--- config.mk ---
export PLATFORM = sky130hd
export DESIGN_NAME = dbm_slot_engine
export DESIGN_NICKNAME = d
export VERILOG_FILES = /design/src/rtl/dbm_slot_pkg.sv /design/src/rtl/dbm_slot_insert.sv /design/src/rtl/dbm_slot_engine.sv
export SDC_FILE = /design/constraint.sdc
export NUM_CORES = 1
export LEC_CHECK = 0
export BUFFER_PORTS_ARGS = -buffer_cell sky130_fd_sc_hd__buf_2
export CAP_MARGIN = 20
export CORE_AREA = 2 2 152 154
export DETAILED_ROUTE_END_ITERATION = 12
export DIE_AREA = 0 0 154 156
export GPL_TIMING_DRIVEN = 0
export PLACE_DENSITY = 0.69
export SLEW_MARGIN = 10
export SYNTH_ARGS = -nofsm -noshare
export SYNTH_HDL_FRONTEND = slang
export SYNTH_HIERARCHICAL = 1
export SYNTH_SLANG_ARGS = --single-unit
--- constraint.sdc ---
create_clock -name clk -period 3.4 [get_ports clk]
set_clock_uncertainty 0.05 [all_clocks]
set_input_delay 0.17 -clock clk [delete_from_list [all_inputs] [get_ports clk]]
set_output_delay 0.17 -clock clk [all_outputs]
set_load 0.01 [all_outputs]
--- src/rtl/dbm_slot_pkg.sv ---
// Shared encodings for the DBM slot engine: op codes, pack FSM states, index-width helper.
// Pure declarations, no logic; safe to import from any block in the slice.
// No handshake of its own.
package dbm_slot_pkg;

  typedef enum logic [1:0] {
    OP_SEL     = 2'd0,
    OP_DEPOSIT = 2'd1,
    OP_REPL    = 2'd2,
    OP_PACK    = 2'd3
  } op_e;

  typedef enum logic {
    PK_IDLE = 1'b0,
    PK_FILL = 1'b1
  } pk_state_e;

  // Index widths never collapse to zero, so a single slot/source still has a 1-bit select.
  function automatic int idx_w(input int n);
    return (n > 1) ? $clog2(n) : 1;
  endfunction

endpackage

--- src/rtl/dbm_slot_insert.sv ---
// Replaces one SLOTW-bit slot of a word with a byte; slot >= NSLOT passes the word through.
// Purely combinational, zero latency.
// No handshake; the caller owns flow control.
module dbm_slot_insert
  import dbm_slot_pkg::*;
#(
  parameter int WIDTH = 36,
  parameter int SLOTW = 7,
  parameter int NSLOT = 5,
  parameter int SLW   = 3
) (
  input  logic [WIDTH-1:0] word,
  input  logic [SLW-1:0]   slot,
  input  logic [SLOTW-1:0] data,
  output logic [WIDTH-1:0] result
);

  // Bit 0 of the word is the MSB, so slot k starts at vector index WIDTH-1-k*SLOTW.
  always_comb begin
    result = word;
    for (int k = 0; k < NSLOT; k++) begin
      if (int'(slot) == k) begin
        result[WIDTH-1-k*SLOTW -: SLOTW] = data;
      end
    end
  end

endmodule

--- src/rtl/dbm_slot_engine.sv ---
// Source select / byte deposit / byte replicate / byte pack engine feeding the DBM consumer.
// Latency 1 for SEL/DEPOSIT/REPL; PACK emits on the beat that fills the word or flushes.
// in_ready = !out_valid | out_ready; a held output freezes all state.
module dbm_slot_engine
  import dbm_slot_pkg::*;
#(
  parameter int WIDTH = 36,
  parameter int SLOTW = 7,
  parameter int NSLOT = 5,
  parameter int NSRC  = 8,
  localparam int SELW = idx_w(NSRC),
  localparam int SLW  = idx_w(NSLOT)
) (
  input  logic                  clk,
  input  logic                  rst,
  input  logic                  in_valid,
  output logic                  in_ready,
  input  logic [1:0]            in_op,
  input  logic [SELW-1:0]       in_sel,
  input  logic [SLW-1:0]        in_slot,
  input  logic [SLOTW-1:0]      in_byte,
  input  logic                  in_flush,
  input  logic [NSRC*WIDTH-1:0] in_src,
  output logic                  out_valid,
  input  logic                  out_ready,
  output logic [WIDTH-1:0]      out_data,
  output logic [SLW:0]          out_count
);

  generate
    if (NSLOT * SLOTW > WIDTH) begin : g_bad_geometry
      $error("dbm_slot_engine: NSLOT*SLOTW exceeds WIDTH");
    end
  endgenerate

  localparam logic [SLW:0] NSLOT_L = (SLW+1)'(NSLOT);

  pk_state_e        pk_state;
  logic [SLW-1:0]   pack_cnt;
  logic [WIDTH-1:0] pack_acc;

  logic             accept;
  logic [WIDTH-1:0] src_word;
  logic [WIDTH-1:0] dep_word;
  logic [WIDTH-1:0] repl_word;
  logic [WIDTH-1:0] op_word;
  logic [WIDTH-1:0] pack_base;
  logic [WIDTH-1:0] pack_word;
  logic [SLW-1:0]   pack_slot;
  logic [SLW:0]     fill;
  logic             emit;

  assign in_ready = !out_valid || out_ready;
  assign accept   = in_valid && in_ready;

  // Out-of-range selects (non power-of-two NSRC) read as zero.
  always_comb begin
    src_word = '0;
    for (int i = 0; i < NSRC; i++) begin
      if (int'(in_sel) == i) begin
        src_word = in_src[i*WIDTH +: WIDTH];
      end
    end
  end

  dbm_slot_insert #(
    .WIDTH (WIDTH),
    .SLOTW (SLOTW),
    .NSLOT (NSLOT),
    .SLW   (SLW)
  ) u_dep_insert (
    .word   (src_word),
    .slot   (in_slot),
    .data   (in_byte),
    .result (dep_word)
  );

  always_comb begin
    repl_word = src_word;
    for (int k = 0; k < NSLOT; k++) begin
      repl_word[WIDTH-1-k*SLOTW -: SLOTW] = in_byte;
    end
  end

  always_comb begin
    case (in_op)
      OP_DEPOSIT: op_word = dep_word;
      OP_REPL:    op_word = repl_word;
      default:    op_word = src_word;
    endcase
  end

  // A fresh pack starts from an all-zero word so unfilled slots and the tail emit as 0.
  assign pack_slot = (pk_state == PK_FILL) ? pack_cnt : '0;
  assign pack_base = (pk_state == PK_FILL) ? pack_acc : '0;
  assign fill      = {1'b0, pack_slot} + (SLW+1)'(1);
  assign emit      = in_flush || (fill == NSLOT_L);

  dbm_slot_insert #(
    .WIDTH (WIDTH),
    .SLOTW (SLOTW),
    .NSLOT (NSLOT),
    .SLW   (SLW)
  ) u_pack_insert (
    .word   (pack_base),
    .slot   (pack_slot),
    .data   (in_byte),
    .result (pack_word)
  );

  always_ff @(posedge clk or posedge rst) begin
    if (rst) begin
      out_valid <= 1'b0;
      out_data  <= '0;
      out_count <= '0;
      pk_state  <= PK_IDLE;
      pack_cnt  <= '0;
      pack_acc  <= '0;
    end else begin
      if (out_valid && out_ready) begin
        out_valid <= 1'b0;
      end
      if (accept) begin
        if (in_op == OP_PACK) begin
          if (emit) begin
            out_valid <= 1'b1;
            out_data  <= pack_word;
            out_count <= fill;
            pk_state  <= PK_IDLE;
            pack_cnt  <= '0;
            pack_acc  <= '0;
          end else begin
            pk_state  <= PK_FILL;
            pack_cnt  <= fill[SLW-1:0];
            pack_acc  <= pack_word;
          end
        end else begin
          // Any other op abandons a partial pack.
          out_valid <= 1'b1;
          out_data  <= op_word;
          out_count <= '0;
          pk_state  <= PK_IDLE;
          pack_cnt  <= '0;
          pack_acc  <= '0;
        end
      end
    end
  end

endmodule

==> impl_results.md <==
* Pins over their slew limit at 0
* Sequential share of power at 35.0%
* Slew @ Worst Pin at 0.6991 ns
* Worst-case setup margin in the final layout at 0.2050 ns
* Signal arrival time at the worst endpoint at 3.44 ns
* Fin util at 45.12%
* Worst reg-to-reg setup slack at 0.21 ns
* Reg2reg end: pack_acc[11]$_DFFE_PP0P_
* Leakage at 4.734 nW
* Number of design rule violations left after detail routing at 0
* Setup violations, final at 0
* Fraction of layout instances using a drive strength above 1 at 46.79%
* CP Max Fanout at 10
* Placement Rows at 55
* Commonest register cell after synthesis: sky130_fd_sc_hd__dfrtp_1
* Initial antenna violation count at 10
* Per-cell via count in the routed design at 5.867
* Post-CTS setup repair buffer count at 0
* Hold Fails Final Rpt at 0
* Die area at 0.02402 mm2
* Endpoint with the worst hold slack: out_valid$_DFF_PP0_
* Power Internal at 2.076 mW
* Global-route wire length before repair at 50320 um
* Sequential cell area fraction in the yosys report at 26.39%
* Signed area change from the synthesized netlist to the final layout at 31.39%
* Antenna violation net count after detailed routing at 0
* Wire length per cell after detailed routing at 23.09 um
* Core region area at 0.02237 mm2
* Startpoint of the worst register-to-register path: pk_state$_DFFE_PP0P_
* Register clock-pin slew on the reported worst setup and hold paths at 0.06 ns
* Power density relative to cell area at 318.5 mW/mm2
* Vias in the first global route at 8471
* Mapped Cells at 836
* Hold Path Origin: out_ready
* Number of maximum-capacitance violations at 0
* Count of nets after finishing at 1507
* I/O pin total at 350
* Die Y-Extent at 156 um
* DRC violation total after the first TritonRoute iteration at 627
* Most frequent standard cell in the layout excluding fill and tap cells: sky130_fd_sc_hd__buf_2
* Hold/Removal Path Class: input port to register
* Synthesis warning total at 6
* Total power at 3.214 mW
* Vias after detailed routing at 8754
* Routed wire length at 34450 um
* Slew HR at 52.90%
* Final global-route overflow total at 0
* Clock share of power at 28.4%
* Startpoint types: register
* Global placement routability congestion at 0.9235
* Place WS at 0.02324 ns
* Highest-count cells in the layout ignoring fill and taps: sky130_fd_sc_hd__buf_2, sky130_fd_sc_hd__nand2_1, sky130_fd_sc_hd__mux2_2, sky130_fd_sc_hd__dfrtp_1, sky130_fd_sc_hd__nor2_1
* Hold Path Cell Cnt at 3
* Post-Synthesis Cell Area at 0.007680 mm2
* Worst Setup End Kind: register
* Sw frac at 35.42%
* Ratio of final minimum period to clock period at 93.97%
* Switching Power at 1.138 mW
* Minimum clock period after layout at 3.195 ns
* Initial cell density of the core at 34.34%
* Status: completed
* Die Span X at 154 um
* Cell variety after synth at 51
* Worst EP required at 3.64 ns
* Clock tree from TritonCTS: built
* Worst IR Drop VDD at 278.0 uV
* Total Negative Setup Slacks at 0 ns
* Number of buffers inserted during clock tree synthesis at 9
* Maximum number of pins on one net before global-route repair at 46
* Number of flip-flops and latches in the synthesized netlist at 81
* H-tree lvl count at 3
* Maximum operating frequency at 313.0 MHz
* Total nets after synthesis at 1149
* Average cell area after synthesis at 9.186 um2
* Root Driver: sky130_fd_sc_hd__clkbuf_16
* IO buf count at 345
* Clk buf depth at 2
* Critical path type: register to register
* Post-synth EDFFs at 0
* DP HPWL at 27630 um
* Number of detailed-routing iterations run before antenna repair at 6
* FF-to-FF path depth at 12
* Global-route total usage across every layer at 27.47%
* Skew-Pair Late Insertion Delay at 0.35 ns
* Share of synthesized flip-flops with an asynchronous set or reset at 100.0%
* TritonCTS Sinks at 81
* Portion of total power attributed to combinational logic at 36.6%
-- through the flow --
| stage | hold WS (ns) | instances | area [um2] |
|---|---|---|---|
| 4_1_cts | 0.08640 | 1484 | 10060 |
| 6_report | 0.07851 | 1492 | 10090 |
| 5_1_grt | 0.1388 | 1492 | 10090 |
| 2_1_floorplan | 0.3514 | 836 | 7680 |
| 3_5_place_dp | 0.2445 | 1467 | 9786 |
| 3_3_place_gp | 0.4048 | 1466 | 9763 |
-- worst max-delay path, stage by stage, from the launching register on --
cell,delay (ns)
sky130_fd_sc_hd__dfrtp_1,0.46
sky130_fd_sc_hd__buf_1,0.41
sky130_fd_sc_hd__clkbuf_2,0.32
sky130_fd_sc_hd__nand2_1,0.10
sky130_fd_sc_hd__inv_1,0.08
sky130_fd_sc_hd__ha_1,0.25
sky130_fd_sc_hd__and4b_4,0.25
sky130_fd_sc_hd__a221oi_4,0.38
sky130_fd_sc_hd__nand2_1,0.16
sky130_fd_sc_hd__nor2_2,0.14
sky130_fd_sc_hd__buf_4,0.22
sky130_fd_sc_hd__buf_6,0.16
sky130_fd_sc_hd__a22o_1,0.13
-- worst max-delay path by stage --
stage,end,cells past startpoint,slack (ns),from
floorplan,out_data[19]$_DFFE_PP0P_,11,0.89,pk_state$_DFFE_PP0P_
global placement,out_data[27]$_DFFE_PP0P_,2,-0.08,rst
detailed placement,out_data[25]$_DFFE_PP0P_,11,0.02,pk_state$_DFFE_PP0P_
CTS,out_data[25]$_DFFE_PP0P_,11,0.09,pk_state$_DFFE_PP0P_
global route,pack_acc[13]$_DFFE_PP0P_,12,-0.01,pk_state$_DFFE_PP0P_
finish,pack_acc[11]$_DFFE_PP0P_,12,0.21,pk_state$_DFFE_PP0P_
-- cells in the mapped netlist (2+ instances only) --
library cell | count | area share [%]
sky130_fd_sc_hd__and2_1 | 38 | 3.1
sky130_fd_sc_hd__dfrtp_1 | 81 | 26
sky130_fd_sc_hd__o21ai_0 | 31 | 2.0
sky130_fd_sc_hd__nand3_1 | 4 | 0.26
sky130_fd_sc_hd__buf_2 | 26 | 1.7
sky130_fd_sc_hd__a21oi_2 | 2 | 0.23
sky130_fd_sc_hd__nand2_1 | 121 | 5.9
sky130_fd_sc_hd__nand3b_1 | 34 | 3.3
sky130_fd_sc_hd__a221o_1 | 4 | 0.52
sky130_fd_sc_hd__inv_1 | 10 | 0.49
sky130_fd_sc_hd__o21ai_1 | 31 | 2.0
sky130_fd_sc_hd__mux4_2 | 37 | 11
sky130_fd_sc_hd__nand4_1 | 2 | 0.16
sky130_fd_sc_hd__buf_6 | 6 | 0.88
sky130_fd_sc_hd__o221a_2 | 2 | 0.29
sky130_fd_sc_hd__buf_4 | 8 | 0.78
sky130_fd_sc_hd__o31ai_1 | 2 | 0.20
sky130_fd_sc_hd__o21a_1 | 2 | 0.20
sky130_fd_sc_hd__a31oi_1 | 2 | 0.16
sky130_fd_sc_hd__o22ai_1 | 3 | 0.24
sky130_fd_sc_hd__nor3_1 | 3 | 0.20
sky130_fd_sc_hd__a221oi_1 | 62 | 7.1
sky130_fd_sc_hd__nor2_1 | 67 | 3.3
sky130_fd_sc_hd__a22o_1 | 38 | 4.3
sky130_fd_sc_hd__mux2_2 | 101 | 15
sky130_fd_sc_hd__o211ai_1 | 2 | 0.20
sky130_fd_sc_hd__a21oi_1 | 38 | 2.5
sky130_fd_sc_hd__nor3b_4 | 6 | 1.5
sky130_fd_sc_hd__mux2i_1 | 7 | 0.91
sky130_fd_sc_hd__ha_1 | 5 | 0.81
sky130_fd_sc_hd__buf_1 | 4 | 0.20
sky130_fd_sc_hd__nor3_4 | 2 | 0.42
sky130_fd_sc_hd__clkbuf_1 | 37 | 1.8
-- power groups by stage --
stage          logic [mW]  clock network, mW  registers, mW
5_1_grt              1.26              0.967           1.13
4_1_cts              1.16              0.917           1.12
3_5_place_dp         1.15                  0           1.14
6_report             1.18              0.914           1.12
3_3_place_gp         1.14                  0           1.14
2_1_floorplan       0.600                  0           1.17
-- final cells by class --
type	count	area [um2]
fill	2200	12270
multi-input combinational	663	5207
sequential	81	2027
timing repair buffer	347	1757
buffer	81	415.4
tap	285	356.6
clock buffer	10	229.0
inverter	11	43.79
clock inverter	6	35.03
antenna	8	20.02
-- metal layers --
metal / track usage [%] / vias up / wire length [um]
li1: - / 3869 / -
met1: 34.19 / 4278 / 13580
met2: 46.38 / 510 / 16790
met3: 6.083 / 93 / 2889
met4: 11.04 / 4 / 1173
met5: 0 / - / 21
-- flip-flops by register name, summed over array words and instances (netlist names) --
signal     count
out_valid      1
pack_cnt       3
pack_acc      36
pk_state       1
out_data      36
out_count      4
-- timing repair --
action                                 in CTS  in global routing
hold buffers                                1                  0
setup endpoints to repair                   3                 64
endpoints found under the hold margin      44                  0
gates resized for setup                     1                  6
-- cells by family (layout without fill, tap and decap cells) --
family,after synthesis,in the layout,share of synthesized area [%]
compound gates,226,226,21.08
xor+xnor,2,2,0.2281
fa+ha+maj,5,5,0.8146
buf+inv,92,455,5.897
flops,81,81,26.39
mux,146,146,26.77
other cells,0,8,0
simple gates,284,284,18.82
Power figures use the tool's default switching activity.
